**config.mk**
```make
export PLATFORM = sky130hd
export DESIGN_NAME = fmab_seq
export DESIGN_NICKNAME = d
export VERILOG_FILES = /design/src/rtl/fmab_seq_pkg.sv /design/src/rtl/fmab_seq_fifo.sv /design/src/rtl/fmab_seq.sv
export SDC_FILE = /design/constraint.sdc
export NUM_CORES = 1
export LEC_CHECK = 0
export BUFFER_PORTS_ARGS = -buffer_cell sky130_fd_sc_hd__buf_2
export CAP_MARGIN = 20
export CORE_MARGIN = 2
export CORE_UTILIZATION = 49
export DETAILED_ROUTE_END_ITERATION = 10
export GPL_TIMING_DRIVEN = 0
export PLACE_DENSITY = 0.76
export SLEW_MARGIN = 0
export SYNTH_ARGS = -nofsm -noshare
export SYNTH_HDL_FRONTEND = slang
export SYNTH_SLANG_ARGS = --single-unit
```
**constraint.sdc**
```tcl
create_clock -name clk -period 5.6 [get_ports clk]
set_clock_uncertainty 0.1 [all_clocks]
set_input_delay 1.12 -clock clk [delete_from_list [all_inputs] [get_ports clk]]
set_output_delay 1.12 -clock clk [all_outputs]
set_load 0.02 [all_outputs]
```
**src/rtl/fmab_seq_pkg.sv**
```systemverilog
// Shared constants and types for the fmab job sequencer.
package fmab_seq_pkg;

  // Integer commands understood by the fmab lane.
  localparam int CMD_MAC = 0;
  localparam int CMD_CLR = 1;

  // Sequencer states.
  typedef enum logic [1:0] {
    ST_IDLE  = 2'd0,
    ST_RUN   = 2'd1,
    ST_DRAIN = 2'd2,
    ST_DONE  = 2'd3
  } state_t;

endpackage

```
**src/rtl/fmab_seq_fifo.sv**
```systemverilog
// Operand beat FIFO: DEPTH x W synchronous FIFO with the head word visible.
// Pushes while full and pops while empty are ignored. There is no bypass.
module fmab_seq_fifo #(
  parameter int DEPTH = 4,
  parameter int W     = 128
) (
  input  logic         clk,
  input  logic         reset,
  input  logic         push,
  input  logic         pop,
  input  logic [W-1:0] din,
  output logic         full,
  output logic         empty,
  output logic [W-1:0] head
);

  localparam int AW = (DEPTH > 1) ? $clog2(DEPTH) : 1;
  localparam logic [AW:0] FULL_CNT = (AW + 1)'(DEPTH);

  logic [W-1:0]  mem [DEPTH];
  logic [AW-1:0] wr_ptr;
  logic [AW-1:0] rd_ptr;
  logic [AW:0]   count;
  logic          do_push;
  logic          do_pop;

  assign full    = (count == FULL_CNT);
  assign empty   = (count == '0);
  assign do_push = push && !full;
  assign do_pop  = pop && !empty;
  assign head    = mem[rd_ptr];

  // Pointer and occupancy bookkeeping; DEPTH is a power of two so pointers wrap naturally.
  always_ff @(posedge clk or negedge reset) begin
    if (!reset) begin
      wr_ptr <= '0;
      rd_ptr <= '0;
      count  <= '0;
    end else begin
      if (do_push) wr_ptr <= wr_ptr + AW'(1);
      if (do_pop)  rd_ptr <= rd_ptr + AW'(1);
      case ({do_push, do_pop})
        2'b10:   count <= count + (AW + 1)'(1);
        2'b01:   count <= count - (AW + 1)'(1);
        default: count <= count;
      endcase
    end
  end

  // Storage array; contents are don't-care until written, so no reset.
  always_ff @(posedge clk) begin
    if (do_push) mem[wr_ptr] <= din;
  end

endmodule

```
**src/rtl/fmab_seq.sv**
```systemverilog
// Job sequencer feeding one fmab quad bf16-pair MAC lane.
// Buffers operand beats, issues a job of len beats (first beat clears the
// accumulators), waits out the fmab pipeline and hands off acc/exp results.
// Handshakes: a transfer happens on a rising edge where valid && ready are
// both high; in_valid/in_x..in_w must stay stable until accepted, and
// res_valid/res_acc/res_exp are held stable until res_ready is seen.
// Optional build macro FMAB_SEQ_STALL_CNT_EN adds the stall_cnt output.
module fmab_seq
  import fmab_seq_pkg::*;
#(
  parameter int DEPTH    = 4,
  parameter int LEN_W    = 8,
  parameter int PIPE_LAT = 3
) (
  input  logic             clk,
  input  logic             reset,
  input  logic             start,
  input  logic [LEN_W-1:0] len,
  output logic             busy,
  input  logic             in_valid,
  output logic             in_ready,
  input  logic [31:0]      in_x,
  input  logic [31:0]      in_y,
  input  logic [31:0]      in_z,
  input  logic [31:0]      in_w,
  output logic             req,
  output logic [31:0]      req_command,
  output logic [31:0]      x,
  output logic [31:0]      y,
  output logic [31:0]      z,
  output logic [31:0]      w,
  input  logic [31:0]      acc0,
  input  logic [31:0]      acc1,
  input  logic [31:0]      acc2,
  input  logic [31:0]      acc3,
  input  logic [9:0]       exp0,
  input  logic [9:0]       exp1,
  input  logic [9:0]       exp2,
  input  logic [9:0]       exp3,
  output logic             res_valid,
  input  logic             res_ready,
  output logic [127:0]     res_acc,
  output logic [39:0]      res_exp,
  output state_t           dbg_state
`ifdef FMAB_SEQ_STALL_CNT_EN
  , output logic [15:0]    stall_cnt
`endif
);

  localparam int DW = (PIPE_LAT > 0) ? $clog2(PIPE_LAT + 1) : 1;

  state_t           state;
  state_t           state_next;
  logic [LEN_W-1:0] rem;
  logic             first;
  logic [DW-1:0]    dcnt;
  logic             full;
  logic             empty;
  logic [127:0]     head;
  logic             accept;
  logic             issue;
  logic             last_issue;
  logic             capture;

  assign accept     = (state == ST_IDLE) && start && (len != '0);
  assign issue      = (state == ST_RUN) && !empty;
  assign last_issue = issue && (rem == LEN_W'(1));
  assign capture    = (state == ST_DRAIN) && (dcnt == '0);
  assign busy       = (state != ST_IDLE);
  assign in_ready   = !full;
  assign dbg_state  = state;

  fmab_seq_fifo #(
    .DEPTH (DEPTH),
    .W     (128)
  ) u_fifo (
    .clk   (clk),
    .reset (reset),
    .push  (in_valid),
    .pop   (issue),
    .din   ({in_x, in_y, in_z, in_w}),
    .full  (full),
    .empty (empty),
    .head  (head)
  );

  // State register.
  always_ff @(posedge clk or negedge reset) begin
    if (!reset) state <= ST_IDLE;
    else        state <= state_next;
  end

  // Next-state logic.
  always_comb begin
    state_next = state;
    case (state)
      ST_IDLE:  if (accept)     state_next = ST_RUN;
      ST_RUN:   if (last_issue) state_next = ST_DRAIN;
      ST_DRAIN: if (capture)    state_next = ST_DONE;
      ST_DONE:  if (res_ready)  state_next = ST_IDLE;
      default:                  state_next = ST_IDLE;
    endcase
  end

  // Job bookkeeping: remaining beats, clear-tag flag and pipeline drain count.
  always_ff @(posedge clk or negedge reset) begin
    if (!reset) begin
      rem   <= '0;
      first <= 1'b0;
      dcnt  <= '0;
    end else begin
      if (accept) begin
        rem   <= len;
        first <= 1'b1;
      end else if (issue) begin
        rem   <= rem - LEN_W'(1);
        first <= 1'b0;
      end
      if (last_issue)                            dcnt <= DW'(PIPE_LAT);
      else if (state == ST_DRAIN && dcnt != '0)  dcnt <= dcnt - DW'(1);
    end
  end

  // Issue port: req/command are one-cycle strobes, operands hold between issues.
  always_ff @(posedge clk or negedge reset) begin
    if (!reset) begin
      req         <= 1'b0;
      req_command <= 32'(CMD_MAC);
      x           <= '0;
      y           <= '0;
      z           <= '0;
      w           <= '0;
    end else begin
      req         <= issue;
      req_command <= (issue && first) ? 32'(CMD_CLR) : 32'(CMD_MAC);
      if (issue) {x, y, z, w} <= head;
    end
  end

  // Result snapshot and hand-off.
  always_ff @(posedge clk or negedge reset) begin
    if (!reset) begin
      res_valid <= 1'b0;
      res_acc   <= '0;
      res_exp   <= '0;
    end else begin
      if (capture) begin
        res_valid <= 1'b1;
        res_acc   <= {acc0, acc1, acc2, acc3};
        res_exp   <= {exp0, exp1, exp2, exp3};
      end else if (state == ST_DONE && res_ready) begin
        res_valid <= 1'b0;
      end
    end
  end

`ifdef FMAB_SEQ_STALL_CNT_EN
  // Saturating count of RUN cycles spent waiting on an empty FIFO.
  always_ff @(posedge clk or negedge reset) begin
    if (!reset)                                              stall_cnt <= '0;
    else if (accept)                                         stall_cnt <= '0;
    else if (state == ST_RUN && empty && stall_cnt != 16'hFFFF) stall_cnt <= stall_cnt + 16'd1;
  end
`endif

endmodule

```
Word-level counts from Yosys, hierarchy flattened
Memories as Yosys holds them, arrays and structs flattened. A register that Yosys moved wholly into a read port is not among the register bits.
Index checks and enable logic that the tools add are counted.
Word-level totals
  register bits: 191
  RAM bits: 512
  input bits: 309
  output and inout bits: 334
  word-level logic and storage cells: 71
  memories kept: 1
Operators by class
  add/sub/neg operators: 6
  eq/ne operators: 11
  muxes and demuxes: 17
  reductions and logical operators: 24
Memory list
  u_fifo.mem: depth 4, bits a word 128, rd ports 1, clocked after memory_dff 1, write ports 1, RTL line fmab_seq_fifo.sv:20  | logic [W-1:0] mem [DEPTH];
Operators with widths (count)
  two-way mux 8 bit: 2
  two-way mux 2 bit: 6
  nonzero test 2 bit: 6
  logical AND 1 bit: 10
  == test 8 x 1 -> 1 bit, second input constant: 1
  != test 2 bit, second input constant: 4
  one-hot mux 2 bit (4 select lines): 1
  nonzero test 8 bit: 1
  subtractor 8 x 1 -> 8 bit, second input constant: 1
  two-way mux 1 bit: 7
  == test 2 bit, second input constant: 3
  one-hot mux 3 bit (2 select lines): 1
  adder 2 x 1 -> 2 bit, second input constant: 2
  == test 2 x 1 -> 1 bit, second input constant: 2
  logical NOT 2 bit: 2
  AND reduction 4 bit: 1
  adder 3 x 1 -> 3 bit, second input constant: 1
  == test 3 bit, second input constant: 1
  logical NOT 1 bit: 3
  logical NOT 3 bit: 1
  subtractor 3 x 1 -> 3 bit, second input constant: 1
  subtractor 2 x 1 -> 2 bit, second input constant: 1

Longest topological paths before layout
Gate-level depths: netlist (run 1).
  depth after elaboration: 6
  gate-level depth with buffers: 11
  gate-level depth less buffers: 10

Modules after synthesis
From an unflattened synthesis (run 1), not the netlist that was laid out.
Unflattened totals
  cell total of the unflattened synthesis: 1728
  area total of the unflattened synthesis: 31002.2 um^2
By module, submodules not included
  fmab_seq_fifo: times used 1, cells an instance 706, area an instance 18885.6 um^2
  fmab_seq: times used 1, cells an instance 1022, area an instance 12116.6 um^2

Worst setup path before layout (run 1)
Ideal clock, no wire load.
  path kind: input to register
  start point: in in_valid
  end point: mem u_fifo.mem[1][0], enable pin
  library setup time: 0.503 ns
  data arrival time: 4.117 ns
  slack: 0.880 ns
  cell stages on the path: 1
  path buffers: 0
  cell sequence: and3_1
On the way
  word-level cells in the longest chain between the ends: 3
Ends and longest elaborated chain
  start: declaration: RTL line fmab_seq.sv:20  | input logic in_valid,
  logical AND 1 bit: RTL line fmab_seq_fifo.sv:29  | assign do_push = push && !full;
  two-way mux 1 bit: RTL line fmab_seq_fifo.sv:52  | if (do_push) mem[wr_ptr] <= din;
  two-way mux 1 bit (implied by the code): RTL line fmab_seq_fifo.sv:52
  end: declaration: RTL line fmab_seq_fifo.sv:20
No other way between the ends.

Worst setup path in the final report (run 1)
  start point: reg state[1] (netlist: dbg_state[1])
  end point: reg u_fifo.count[2]
On the way
  word-level cells in the longest chain between the ends: 5
Ends and longest elaborated chain
  start: declaration: RTL line fmab_seq.sv:52  | state_t state;
  start signal: assignment: RTL line fmab_seq.sv:90  | else state <= state_next;
  == test 2 x 1 -> 1 bit (*): RTL line fmab_seq.sv:66  | assign issue = (state == ST_RUN) && !empty;
  logical AND 1 bit (*): RTL line fmab_seq.sv:66
  net issue: RTL line fmab_seq.sv:61  | logic issue;
  logical AND 1 bit (*): RTL line fmab_seq_fifo.sv:30  | assign do_pop = pop && !empty;
  == test 2 x 1 -> 1 bit or == test 2 bit (tied branches): RTL line fmab_seq_fifo.sv:42  | case ({do_push, do_pop})
  one-hot mux 3 bit (2 select lines) or nonzero test 2 bit (tied branches)
  end signal: assignment: RTL line fmab_seq_fifo.sv:43  | 2'b10: count <= count + (AW + 1)'(1);
  end signal: assignment: RTL line fmab_seq_fifo.sv:44  | 2'b01: count <= count - (AW + 1)'(1);
  end signal: assignment: RTL line fmab_seq_fifo.sv:45  | default: count <= count;
  end: declaration: RTL line fmab_seq_fifo.sv:23  | logic [AW:0] count;
The timed path passes the listed nets; every way through them passes the cells marked *.
A chain may end at the register's enable or synchronous reset.

==> results of run 1 <==
per-stage QoR:
step / setup WS (ps) / cell area, µm² / std cells
floorplan: 880 / 31000 / 1753
global placement: -3260 / 35100 / 3201
detailed placement: 2350 / 35400 / 3214
CTS: 2320 / 38300 / 3375
global route: 2190 / 38300 / 3382
finish: 2360 / 38300 / 3392
report_power, final:
part	switching, µW	internal, µW	leakage [µW]
clock network	2410	3320	0.00141
registers	820	8560	0.00850
logic	5420	3180	0.00596
total	8650	15100	0.0159
worst max path at each step:
stage	startpoint	endpoint	slack, ps
after floorplan	in_valid	u_fifo.mem[1][0]$_DFFE_PP_	880
after global routing	dbg_state[1]$_DFFE_PN0P_	u_fifo.count[2]$_DFFE_PN0P_	2190
final	dbg_state[1]$_DFFE_PN0P_	u_fifo.count[2]$_DFFE_PN0P_	2360
after detailed placement	dbg_state[1]$_DFFE_PN0P_	u_fifo.count[2]$_DFFE_PN0P_	2350
after global placement	reset	res_exp[31]$_DFFE_PN0P_	-3260
after CTS	dbg_state[1]$_DFFE_PN0P_	u_fifo.count[2]$_DFFE_PN0P_	2320
layout make-up:
type                            count  area (µm²)
Antenna cell                       17        42.5
Buffer                            108         547
Clock buffer                      116        2400
Clock inverter                     45         485
Fill cell                        4557       23600
Inverter                           14        52.6
Multi-Input combinational cell    800        7040
Sequential cell                   831       23400
Tap cell                          837        1050
Timing Repair Buffer              624        3380
sequential cells by signal, summed over array words and instances (netlist names), 8 cells and up:
| signal | count |
|---|---|
| u_fifo.mem | 512 |
| res_acc | 128 |
| res_exp | 40 |
| w | 32 |
| x | 32 |
| y | 32 |
| z | 32 |
| rem | 8 |
routing by layer:
| layer | global-route usage [%] | vias to the layer above |
|---|---|---|
| met5 | 0 | - |
| met4 | 16.6 | 30 |
| met3 | 7.95 | 246 |
| met2 | 46.5 | 802 |
| met1 | 30.4 | 9265 |
| li1 | - | 7791 |
Yosys cell counts, drive strengths merged (2+ instances only):
master and n:
o21ai 7, nor4 5, and3 4, mux4 128, buf 65, ha 12
a21o 2, nand2b 3, nor2 3, xor2 3, dfrtp 319, mux2 171
edfxtp 512, nor3 2, inv 14, and2 2, clkbuf 43, xnor2 11
nand2 400, nand3 2, or4 2, or2 2
kinds of logic after synthesis:
logic type                 count (synthesis)  synth area share, %
muxes                                    299                 15.6
adders and majority gates                 13                0.551
buffers and inverters                    122                 1.94
DFF                                      831                 75.7
and+or+nand+nor                          426                 5.38
xor gates and xnor gates                  14                0.397
AOI/OAI and AO/OA                         17                0.438
other                                      1               0.0122
worst register-to-register path: stages (launching register included):
cell	delay (ps)
sky130_fd_sc_hd__dfrtp_1	430
sky130_fd_sc_hd__inv_1	100
sky130_fd_sc_hd__ha_1	240
sky130_fd_sc_hd__o31ai_2	190
sky130_fd_sc_hd__buf_6	190
sky130_fd_sc_hd__inv_2	270
sky130_fd_sc_hd__clkbuf_1	500
sky130_fd_sc_hd__ha_1	280
sky130_fd_sc_hd__inv_1	60
sky130_fd_sc_hd__fa_1	370
sky130_fd_sc_hd__xor2_1	150
sky130_fd_sc_hd__nor2_1	110
sky130_fd_sc_hd__xor2_1	160
==> metrics.txt, run 1 <==
# TYPE chip_impl_metric gauge
chip_impl_metric{name="placementRows",unit=""} 91
chip_impl_metric{name="postRouteWirelength",unit="mm"} 89.4
chip_impl_info{name="reg2reg_to",value="u_fifo.count[2]$_DFFE_PN0P_"} 1
chip_impl_metric{name="wl_met3",unit="mm"} 7.63
chip_impl_metric{name="reg2reg_depth",unit=""} 12
chip_impl_metric{name="port_buffers",unit=""} 611
chip_impl_info{name="cp-start-kind",value="flip-flop"} 1
chip_impl_metric{name="utilization",unit="%"} 61.9
chip_impl_metric{name="wl_met1",unit="mm"} 30.2
chip_impl_metric{name="postCtsSetupBuffers",unit=""} 0
chip_impl_metric{name="required",unit="ps"} 6050
chip_impl_metric{name="syn_area_per_cell",unit="µm²"} 17.9
chip_impl_info{name="hold_class",value="input pin to async pin"} 1
chip_impl_metric{name="slowest_delay",unit="ps"} 500
chip_impl_metric{name="grt_pass1_vias",unit=""} 18700
chip_impl_info{name="outcome",value="complete, no violations"} 1
chip_impl_metric{name="achievable-frequency",unit="MHz"} 309
chip_impl_info{name="rsz0062_at_grt",value="no"} 1
chip_impl_metric{name="post_cts_resized",unit=""} 0
chip_impl_metric{name="synthesis.area",unit="µm²"} 30900
chip_impl_metric{name="total_power",unit="µW"} 23700
chip_impl_metric{name="postSynthCellCount",unit=""} 1723
chip_impl_info{name="cts_tree",value="built"} 1
chip_impl_info{name="synth.area.top_cells",value="sky130_fd_sc_hd__edfxtp_1 50%, sky130_fd_sc_hd__dfrtp_1 26%, sky130_fd_sc_hd__mux4_2 9.3%, sky130_fd_sc_hd__mux2_2 6.2%, sky130_fd_sc_hd__nand2_1 4.9%"} 1
chip_impl_metric{name="synth-seq-area-share",unit="%"} 75.7
chip_impl_metric{name="cts-hold-fix-buffers",unit=""} 0
chip_impl_metric{name="vias",unit=""} 18100
chip_impl_metric{name="grt_start_max_net_pins",unit=""} 127
chip_impl_metric{name="clk_pin_slew",unit="ps"} 60
chip_impl_metric{name="synth.top_cell.area_share",unit="%"} 49.8
chip_impl_metric{name="finalSetupViolations",unit=""} 0
chip_impl_metric{name="dieHeight",unit="µm"} 255
chip_impl_metric{name="maxCapViolCount",unit=""} 0
chip_impl_metric{name="place.gp.congestion",unit=""} 0.893
chip_impl_metric{name="timing.final.crit_share",unit="%"} 57.8
chip_impl_metric{name="clock_insertion_delay_at_the_later_pin_of_the_skew_report",unit="ps"} 640
chip_impl_metric{name="crit_cells",unit=""} 12
chip_impl_metric{name="postSynthRegisterBits",unit=""} 831
chip_impl_metric{name="worst-path-max-fanout",unit=""} 11
chip_impl_metric{name="hpwlAfterDp",unit="mm"} 64.2
chip_impl_metric{name="core_region_area",unit="µm²"} 61900
chip_impl_metric{name="grt_antenna_before_repair",unit=""} 37
chip_impl_metric{name="vias_per_cell",unit=""} 5.35
chip_impl_info{name="critPathCaptureType",value="flip-flop"} 1
chip_impl_metric{name="fin_nets",unit=""} 2787
chip_impl_metric{name="postSynth.asyncResetShare",unit="%"} 38.4
chip_impl_metric{name="detailedRoute.firstIterationViolations",unit=""} 1581
chip_impl_metric{name="timing.hold.ws",unit="ps"} 273
chip_impl_metric{name="synth_edf_count",unit=""} 512
chip_impl_metric{name="start_util",unit="%"} 49.8
chip_impl_metric{name="cts_max_path_buffers",unit=""} 3
chip_impl_metric{name="grt_overflow_total",unit=""} 0
chip_impl_info{name="route.top_layer_used",value="met5"} 1
chip_impl_metric{name="grt_use_total",unit="%"} 27.3
chip_impl_metric{name="area_growth_syn_to_layout",unit="%"} 24.3
chip_impl_info{name="most_common_cell_after_layout_fill_and_taps_aside",value="sky130_fd_sc_hd__buf_2"} 1
chip_impl_info{name="crit_chain",value="inv_1 > ha_1 > o31ai_2 > buf_6 > inv_2 > clkbuf_1 > ha_1 > inv_1 > fa_1 > xor2_1 > nor2_1 > xor2_1"} 1
chip_impl_info{name="crit_family",value="buffers and inverters"} 1
chip_impl_metric{name="drt-pass1-iter-count",unit=""} 5
chip_impl_metric{name="cts.sinks",unit=""} 831
chip_impl_metric{name="setup_tns",unit="ps"} 0
chip_impl_metric{name="overall_die_width",unit="µm"} 255
chip_impl_metric{name="count_of_unique_library_cells_instantiated_by_yosys",unit=""} 38
chip_impl_metric{name="reg2reg_slack",unit="ps"} 2360
chip_impl_info{name="synth_ff_type",value="sky130_fd_sc_hd__edfxtp_1"} 1
chip_impl_info{name="layout_common_cells",value="629 x sky130_fd_sc_hd__buf_2, 512 x sky130_fd_sc_hd__edfxtp_1, 400 x sky130_fd_sc_hd__nand2_1"} 1
chip_impl_metric{name="finalHoldViolations",unit=""} 0
chip_impl_metric{name="detail_route.wl_per_cell",unit="µm"} 26.3
chip_impl_info{name="cts.root.buffer_cell",value="sky130_fd_sc_hd__clkbuf_16"} 1
chip_impl_metric{name="wire_length_of_the_first_global_routing_pass",unit="mm"} 126
chip_impl_metric{name="die_area",unit="µm²"} 65000
chip_impl_metric{name="yosys_warnings",unit=""} 0
chip_impl_metric{name="worst-path-buf-inv",unit=""} 5
chip_impl_info{name="critPathKind",value="flip-flop to flip-flop"} 1
chip_impl_metric{name="ir_drop",unit="µV"} 412
chip_impl_metric{name="worstPathArrival",unit="ps"} 3690
chip_impl_metric{name="cts_htree_levels",unit=""} 3
chip_impl_metric{name="count_of_nets_left_with_antenna_violations_after_detail_routing",unit=""} 0
chip_impl_metric{name="worst_slew_margin_rel",unit="%"} 23.8
chip_impl_metric{name="tightestPinTransition",unit="ps"} 1140
chip_impl_metric{name="layout-drive-gt1-share",unit="%"} 43.9
chip_impl_metric{name="power_per_cell_area",unit="nW/µm²"} 618
chip_impl_info{name="cpMaxStageDelayCell",value="sky130_fd_sc_hd__clkbuf_1"} 1
chip_impl_metric{name="cts_buffers",unit=""} 86
chip_impl_metric{name="final.min_clock_period",unit="ps"} 3240
chip_impl_metric{name="slew_violations",unit=""} 0
chip_impl_info{name="beginning_of_the_worst_register_to_register_path",value="dbg_state[1]$_DFFE_PN0P_"} 1
chip_impl_metric{name="leakage",unit="µW"} 0.0159
chip_impl_metric{name="design.portCount",unit=""} 643
chip_impl_metric{name="route.met2.wl",unit="mm"} 45.5
chip_impl_info{name="synth_top_area_cell",value="sky130_fd_sc_hd__edfxtp_1"} 1
chip_impl_metric{name="drc_violation_count_after_routing",unit=""} 0
Power figures use the tool's default switching activity.
==> run 2, diff against run 1 <==
- ABC_AREA: not set -> 1
- PLACE_DENSITY: 0.76 -> 0.78
- clock period: 5.6 -> 2.66 ns (I/O delays scaled with it)
==> metrics.txt, run 2 <==
# TYPE chip_impl_metric gauge
chip_impl_info{name="outcome",value="complete, no violations"} 1
chip_impl_metric{name="hpwlAfterDp",unit="mm"} 68.0
chip_impl_metric{name="postSynthCellCount",unit=""} 2335
chip_impl_info{name="synthMostInstantiatedCell",value="sky130_fd_sc_hd__nor2_1"} 1
chip_impl_metric{name="postSynthRegisterBits",unit=""} 831
chip_impl_metric{name="overall_die_width",unit="µm"} 257
chip_impl_metric{name="die_area",unit="µm²"} 66000
chip_impl_metric{name="grt_antenna_before_repair",unit=""} 23
chip_impl_metric{name="total_power",unit="µW"} 52100
chip_impl_metric{name="wire_length_of_the_first_global_routing_pass",unit="mm"} 143
chip_impl_metric{name="clock_insertion_delay_at_the_later_pin_of_the_skew_report",unit="ps"} 650
chip_impl_metric{name="syn_area_per_cell",unit="µm²"} 13.4
chip_impl_info{name="cp-start-kind",value="flip-flop"} 1
chip_impl_metric{name="grt_pass1_vias",unit=""} 22400
chip_impl_metric{name="postRouteWirelength",unit="mm"} 98.6
chip_impl_metric{name="area_growth_syn_to_layout",unit="%"} 28.6
chip_impl_metric{name="yosys_warnings",unit=""} 0
chip_impl_metric{name="synth_edf_count",unit=""} 512
chip_impl_metric{name="cts_htree_levels",unit=""} 3
chip_impl_metric{name="timing.final.crit_share",unit="%"} 95.4
chip_impl_info{name="cts_tree",value="built"} 1
chip_impl_info{name="most_common_cell_after_layout_fill_and_taps_aside",value="sky130_fd_sc_hd__buf_2"} 1
chip_impl_info{name="largest_registers",value="u_fifo.mem: 512 flops, res_acc: 128 flops, res_exp: 40 flops"} 1
chip_impl_metric{name="worst_slew_margin_rel",unit="%"} 29.3
chip_impl_info{name="rsz0062_at_grt",value="no"} 1
chip_impl_info{name="synth_ff_type",value="sky130_fd_sc_hd__edfxtp_1"} 1
chip_impl_metric{name="layout-drive-gt1-share",unit="%"} 32.1
chip_impl_metric{name="design.portCount",unit=""} 643
chip_impl_metric{name="core_region_area",unit="µm²"} 63200
chip_impl_info{name="layout_common_cells",value="685 x sky130_fd_sc_hd__buf_2, 659 x sky130_fd_sc_hd__nor2_1, 512 x sky130_fd_sc_hd__edfxtp_1"} 1
chip_impl_metric{name="clk_pin_slew",unit="ps"} 60
chip_impl_metric{name="finalHoldViolations",unit=""} 0
chip_impl_metric{name="count_of_nets_left_with_antenna_violations_after_detail_routing",unit=""} 0
chip_impl_metric{name="synth-seq-area-share",unit="%"} 74.5
chip_impl_metric{name="final.min_clock_period",unit="ps"} 2540
chip_impl_metric{name="cts_max_path_buffers",unit=""} 3
chip_impl_info{name="register_with_the_most_flip_flops",value="u_fifo.mem"} 1
chip_impl_metric{name="fin_nets",unit=""} 3528
chip_impl_metric{name="port_buffers",unit=""} 611
chip_impl_info{name="netlist_top_cells_count",value="664 x sky130_fd_sc_hd__nor2_1, 512 x sky130_fd_sc_hd__edfxtp_1, 319 x sky130_fd_sc_hd__dfrtp_1"} 1
chip_impl_metric{name="largest_register_ffs",unit=""} 512
chip_impl_info{name="critPathCaptureType",value="flip-flop"} 1
chip_impl_metric{name="setup_tns",unit="ps"} 0
chip_impl_metric{name="drc_violation_count_after_routing",unit=""} 0
chip_impl_metric{name="detail_route.wl_per_cell",unit="µm"} 23.9
chip_impl_metric{name="grt_start_max_net_pins",unit=""} 119
chip_impl_metric{name="grt_use_total",unit="%"} 29.4
chip_impl_metric{name="power_per_cell_area",unit="nW/µm²"} 1290
chip_impl_metric{name="cts_buffers",unit=""} 84
chip_impl_info{name="synth_top_area_cell",value="sky130_fd_sc_hd__edfxtp_1"} 1
chip_impl_metric{name="cts.sinks",unit=""} 831
chip_impl_metric{name="tightestPinTransition",unit="ps"} 1060
chip_impl_metric{name="worstPathArrival",unit="ps"} 2940
chip_impl_metric{name="leakage",unit="µW"} 0.0161
chip_impl_metric{name="detailedRoute.firstIterationViolations",unit=""} 2036
chip_impl_metric{name="required",unit="ps"} 3070
chip_impl_metric{name="grt_overflow_total",unit=""} 0
chip_impl_info{name="synth.area.top_cells",value="sky130_fd_sc_hd__edfxtp_1 49%, sky130_fd_sc_hd__dfrtp_1 25%, sky130_fd_sc_hd__nor2_1 8.0%, sky130_fd_sc_hd__mux2_2 6.0%, sky130_fd_sc_hd__o21ai_0 4.2%"} 1
chip_impl_metric{name="postSynth.asyncResetShare",unit="%"} 38.4
chip_impl_metric{name="placementRows",unit=""} 92
chip_impl_metric{name="drt-pass1-iter-count",unit=""} 5
chip_impl_metric{name="vias_per_cell",unit=""} 5.40
chip_impl_metric{name="achievable-frequency",unit="MHz"} 394
chip_impl_metric{name="dieHeight",unit="µm"} 257
chip_impl_metric{name="place.gp.congestion",unit=""} 0.873
chip_impl_info{name="critPathKind",value="flip-flop to flip-flop"} 1
chip_impl_metric{name="start_util",unit="%"} 49.6
chip_impl_metric{name="synthesis.area",unit="µm²"} 31400
chip_impl_metric{name="maxCapViolCount",unit=""} 0
chip_impl_metric{name="worst-path-max-fanout",unit=""} 20
chip_impl_metric{name="count_of_unique_library_cells_instantiated_by_yosys",unit=""} 26
chip_impl_metric{name="vias",unit=""} 22300
chip_impl_metric{name="finalSetupViolations",unit=""} 0
chip_impl_metric{name="synth.top_cell.area_share",unit="%"} 49.0
chip_impl_metric{name="slew_violations",unit=""} 0
chip_impl_info{name="hold_class",value="input pin to flip-flop"} 1
chip_impl_metric{name="timing.hold.ws",unit="ps"} 26.5
chip_impl_metric{name="ir_drop",unit="µV"} 826
chip_impl_info{name="cts.root.buffer_cell",value="sky130_fd_sc_hd__clkbuf_16"} 1
chip_impl_metric{name="final.fill_count",unit=""} 4504
==> run 2: cell types whose count changed in the layout (fill, tap and decap cells not counted), moves of 120 or more <==
cell	previous run	this run
sky130_fd_sc_hd__dlygate4sd3_1	0	120
sky130_fd_sc_hd__a31oi_1	0	128
sky130_fd_sc_hd__nand2_1	400	46
sky130_fd_sc_hd__nor2_1	3	659
sky130_fd_sc_hd__o21ai_0	7	260
sky130_fd_sc_hd__mux4_2	128	0
==> run 2: layer usage <==
layer | share of wire [%] | GRT usage [%]
met1 | 35 | 33.9
met3 | 9.3 | 8.52
met2 | 50 | 50.6
met5 | 0.10 | 0
met4 | 5.4 | 14.0
==> run 2: worst paths after layout <==
check,from,to,slack [ps],depth (start not counted)
max in group asynchronous,reset,res_acc[14]$_DFFE_PN0P_,670,4
setup reg to reg,dbg_state[1]$_DFFE_PN0P_,u_fifo.count[2]$_DFFE_PN0P_,120,11
min in group asynchronous,reset,y[28]$_DFFE_PN0P_,320,2
setup / recovery,dbg_state[1]$_DFFE_PN0P_,u_fifo.count[2]$_DFFE_PN0P_,120,11
hold / removal,in_w[3],u_fifo.mem[2][3]$_DFFE_PP_,30,1
hold reg to reg,res_acc[34]$_DFFE_PN0P_,res_acc[34]$_DFFE_PN0P_,400,1
==> run 2: cell families (layout without fill, tap and decap cells) <==
family | count (synthesis) | count (layout) | share of synthesized area, %
fa+ha+maj | 13 | 13 | 0.543
simple gates | 731 | 731 | 8.85
other cells | 1 | 38 | 0.0120
mux | 168 | 168 | 6.03
compound gates | 393 | 393 | 6.84
flops | 831 | 831 | 74.5
xor+xnor | 10 | 10 | 0.279
buf+inv | 188 | 1101 | 2.94
==> run 2: layout make-up <==
| class | count | area (µm²) | share of cell area, % |
|---|---|---|---|
| Antenna cell | 7 | 17.5 | 0.0435 |
| Buffer | 161 | 832 | 2.06 |
| Clock buffer | 121 | 2350 | 5.83 |
| Clock inverter | 37 | 539 | 1.34 |
| Inverter | 26 | 97.6 | 0.242 |
| Multi-Input combinational cell | 1346 | 7250 | 18.0 |
| Sequential cell | 831 | 23400 | 57.9 |
| Tap cell | 846 | 1060 | 2.63 |
| Timing Repair Buffer | 756 | 4810 | 11.9 |
==> run 2: through the flow <==
| stage | worst slack [ps] | std cells | instance area [µm²] | utilization, % |
|---|---|---|---|---|
| after floorplan | -454 | 2365 | 31500 | - |
| after global placement | -5890 | 3822 | 35600 | 56.4 |
| after detailed placement | -532 | 3846 | 36200 | 57.3 |
| after CTS | 1.15 | 4123 | 40300 | 63.7 |
| after global routing | 5.02 | 4129 | 40300 | 63.8 |
| final | 121 | 4131 | 40300 | 63.8 |
==> run 2: where the power goes <==
group | internal [µW] | switching (µW)
clock | 7110 | 5030
combinational | 6600 | 13700
sequential | 18000 | 1740
total | 31700 | 20500
==> run 2: critical path: stages (launching register included) <==
cell and delay (ps):
sky130_fd_sc_hd__dfrtp_2 440, sky130_fd_sc_hd__inv_1 100, sky130_fd_sc_hd__ha_2 180, sky130_fd_sc_hd__inv_1 70, sky130_fd_sc_hd__a21oi_4 260, sky130_fd_sc_hd__buf_12 240, sky130_fd_sc_hd__ha_1 170, sky130_fd_sc_hd__inv_1 60
sky130_fd_sc_hd__fa_1 380, sky130_fd_sc_hd__a21oi_1 140, sky130_fd_sc_hd__o21ai_0 110, sky130_fd_sc_hd__xor2_1 150
==> run 2: what timing repair did <==
item,4_1_cts,5_1_grt
hold buffers,119,1
buffers inserted,1,0
gates resized for setup,1,6
hold endpoints to repair,488,3
setup endpoints to repair,2,38
==> run 3, diff against run 2 <==
- RECOVER_POWER: not set -> 50
- SETUP_SLACK_MARGIN: not set -> 0.5
==> metrics.txt, run 3 (same netlist as run 2, synthesis figures left out) <==
# TYPE chip_impl_metric gauge
chip_impl_info{name="outcome",value="complete, no violations"} 1
chip_impl_metric{name="cts_htree_levels",unit=""} 3
chip_impl_metric{name="achievable-frequency",unit="MHz"} 416
chip_impl_metric{name="hpwlAfterDp",unit="mm"} 68.4
chip_impl_metric{name="timing.final.crit_share",unit="%"} 90.3
chip_impl_metric{name="worst_slew_margin_rel",unit="%"} 28.5
chip_impl_info{name="largest_registers",value="u_fifo.mem: 512 flops, res_acc: 128 flops, res_exp: 40 flops"} 1
chip_impl_info{name="hold_end",value="res_acc[106]$_DFFE_PN0P_"} 1
chip_impl_metric{name="design.portCount",unit=""} 643
chip_impl_metric{name="multi_input_area",unit="µm²"} 7260
chip_impl_metric{name="tightestPinTransition",unit="ps"} 1070
chip_impl_metric{name="register_area",unit="µm²"} 23400
chip_impl_info{name="beginning_of_the_worst_register_to_register_path",value="dbg_state[1]$_DFFE_PN0P_"} 1
chip_impl_metric{name="count_of_nets_left_with_antenna_violations_after_detail_routing",unit=""} 0
chip_impl_metric{name="placementRows",unit=""} 92
chip_impl_metric{name="leakage",unit="µW"} 0.0162
chip_impl_metric{name="worst-path-max-fanout",unit=""} 3
chip_impl_metric{name="wire_length_of_the_first_global_routing_pass",unit="mm"} 146
chip_impl_metric{name="setup_tns",unit="ps"} 0
chip_impl_metric{name="grt_overflow_total",unit=""} 0
chip_impl_metric{name="start_util",unit="%"} 49.6
chip_impl_metric{name="core_region_area",unit="µm²"} 63200
chip_impl_info{name="rsz0062_at_grt",value="yes"} 1
chip_impl_info{name="cp-start-kind",value="flip-flop"} 1
chip_impl_metric{name="dieHeight",unit="µm"} 257
chip_impl_metric{name="drt-pass1-iter-count",unit=""} 5
chip_impl_metric{name="timing.hold.worst_path_depth",unit=""} 2
chip_impl_metric{name="final.fill_count",unit=""} 4460
chip_impl_metric{name="utilization",unit="%"} 64.7
chip_impl_metric{name="drc_violation_count_after_routing",unit=""} 0
chip_impl_info{name="cts.root.buffer_cell",value="sky130_fd_sc_hd__clkbuf_16"} 1
chip_impl_metric{name="detail_route.wl_per_cell",unit="µm"} 24.2
chip_impl_metric{name="required",unit="ps"} 3060
chip_impl_metric{name="clk_pin_slew",unit="ps"} 60
chip_impl_metric{name="cts_buffers",unit=""} 84
chip_impl_info{name="crit_chain",value="inv_2 > ha_4 > inv_1 > a21oi_4 > clkbuf_1 > buf_12 > ha_4 > inv_2 > fa_2 > a21oi_1 > o21ai_1 > xor2_1"} 1
chip_impl_metric{name="grt_use_total",unit="%"} 30.3
chip_impl_metric{name="clock_insertion_delay_at_the_later_pin_of_the_skew_report",unit="ps"} 650
chip_impl_metric{name="power_per_cell_area",unit="nW/µm²"} 1300
chip_impl_metric{name="clockPowerShare",unit="%"} 23.5
chip_impl_metric{name="port_buffers",unit=""} 611
chip_impl_info{name="critPathKind",value="flip-flop to flip-flop"} 1
chip_impl_info{name="worstHoldStart",value="acc0[10]"} 1
chip_impl_metric{name="layout-drive-gt1-share",unit="%"} 29.1
chip_impl_metric{name="total_power",unit="µW"} 53200
chip_impl_metric{name="pwr-share-seq",unit="%"} 37.1
chip_impl_metric{name="area_growth_syn_to_layout",unit="%"} 30.5
chip_impl_metric{name="die_area",unit="µm²"} 66000
chip_impl_info{name="cts_tree",value="built"} 1
chip_impl_info{name="reg2reg_to",value="u_fifo.count[2]$_DFFE_PN0P_"} 1
chip_impl_metric{name="power.share.combinational",unit="%"} 39.4
chip_impl_metric{name="maxCapViolCount",unit=""} 0
chip_impl_metric{name="switching_pwr",unit="µW"} 20900
chip_impl_metric{name="cts.sinks",unit=""} 831
chip_impl_metric{name="vias_per_cell",unit=""} 5.39
chip_impl_metric{name="cts_max_path_buffers",unit=""} 3
chip_impl_info{name="layout_common_cells",value="662 x sky130_fd_sc_hd__nor2_1, 538 x sky130_fd_sc_hd__buf_2, 512 x sky130_fd_sc_hd__edfxtp_1"} 1
chip_impl_info{name="register_with_the_most_flip_flops",value="u_fifo.mem"} 1
chip_impl_metric{name="fin_nets",unit=""} 3592
chip_impl_metric{name="postRouteWirelength",unit="mm"} 101
chip_impl_info{name="cpMaxStageDelayCell",value="sky130_fd_sc_hd__dfrtp_2"} 1
chip_impl_info{name="most_common_cell_after_layout_fill_and_taps_aside",value="sky130_fd_sc_hd__nor2_1"} 1
chip_impl_metric{name="worstPathArrival",unit="ps"} 2800
chip_impl_metric{name="finalSetupViolations",unit=""} 0
chip_impl_metric{name="finalHoldViolations",unit=""} 0
chip_impl_info{name="hold_class",value="input pin to flip-flop"} 1
chip_impl_metric{name="detailedRoute.firstIterationViolations",unit=""} 2183
chip_impl_metric{name="reg2reg_depth",unit=""} 12
chip_impl_metric{name="reg2reg_slack",unit="ps"} 260
chip_impl_metric{name="grt_pass1_vias",unit=""} 22600
chip_impl_metric{name="place.gp.congestion",unit=""} 0.942
chip_impl_metric{name="timing.hold.ws",unit="ps"} 26.3
chip_impl_metric{name="slew_violations",unit=""} 0
chip_impl_metric{name="grt_antenna_before_repair",unit=""} 15
chip_impl_metric{name="vias",unit=""} 22600
chip_impl_metric{name="sw_frac_of_total",unit="%"} 39.3
chip_impl_metric{name="overall_die_width",unit="µm"} 257
chip_impl_metric{name="ir_drop",unit="µV"} 869
chip_impl_metric{name="grt_start_max_net_pins",unit=""} 108
chip_impl_metric{name="slowest_delay",unit="ps"} 410
chip_impl_metric{name="internal_power",unit="µW"} 32300
chip_impl_metric{name="final.min_clock_period",unit="ps"} 2400
chip_impl_info{name="critPathCaptureType",value="flip-flop"} 1
chip_impl_metric{name="largest_register_ffs",unit=""} 512
==> run 3: worst max-delay path by stage <==
stage	startpoint	slack (ps)	endpoint	depth (start not counted)
after floorplan	u_fifo.count[0]$_DFFE_PN0P_	-450	u_fifo.mem[0][0]$_DFFE_PP_	4
after global placement	reset	-6520	dbg_state[0]$_DFFE_PN0P_	1
after detailed placement	dbg_state[1]$_DFFE_PN0P_	-120	u_fifo.count[2]$_DFFE_PN0P_	12
after CTS	dbg_state[1]$_DFFE_PN0P_	390	u_fifo.count[2]$_DFFE_PN0P_	12
after global routing	dbg_state[1]$_DFFE_PN0P_	200	u_fifo.count[2]$_DFFE_PN0P_	12
final	dbg_state[1]$_DFFE_PN0P_	260	u_fifo.count[2]$_DFFE_PN0P_	12
==> run 3: area by class of cell <==
cell class / instances / share of cell area [%]
buffer: 162 / 2.25
inverter: 26 / 0.239
clock buffer: 111 / 5.76
clock inverter: 43 / 1.50
timing repair buffer: 818 / 12.8
antenna: 7 / 0.0428
tap: 846 / 2.59
multi-input combinational: 1347 / 17.7
sequential: 831 / 57.1
==> run 3: what timing repair did <==
action / CTS / global route
setup endpoints to repair: 391 / 208
hold endpoints to repair: 562 / 0
setup buffers: 14 / 2
pin swaps: 4 / 2
gates resized for setup: 30 / 41
gates cloned: 2 / 1
hold buffers: 166 / 0
==> run 3: power groups by stage <==
stage	combinational (µW)	clock (µW)	sequential [µW]
3_3_place_gp	19300	0	19900
2_1_floorplan	8870	0	22600
3_5_place_dp	20100	0	19800
5_1_grt	22300	13200	20100
6_report	20900	12500	19700
4_1_cts	20800	12600	19700
==> run 3: metal layers <==
layer  track usage, %  share of wire, %  vias to the layer above
met2             51.9                50                     1208
met4             16.9               6.5                       14
met1             34.8                35                    11100
met5                0             0.098                        -
met3             7.62               8.9                      259
li1                 -                 -                    10000
==> run 3: critical path: cells and delay by family, from the launching register on <==
family / cells / cell delay [ps]
adders and majority gates: 3 / 590
AOI/OAI and AO/OA: 3 / 410
DFF: 1 / 410
xor gates and xnor gates: 1 / 140
buffers and inverters: 5 / 620
==> run 3: stage by stage <==
step	worst slack (ps)	cells	cell area, µm²
after floorplan	-454	2365	31500
after global placement	-6520	3822	35700
after detailed placement	-116	3845	36200
after CTS	389	4181	41000
after global routing	195	4189	40900
final	258	4191	40900
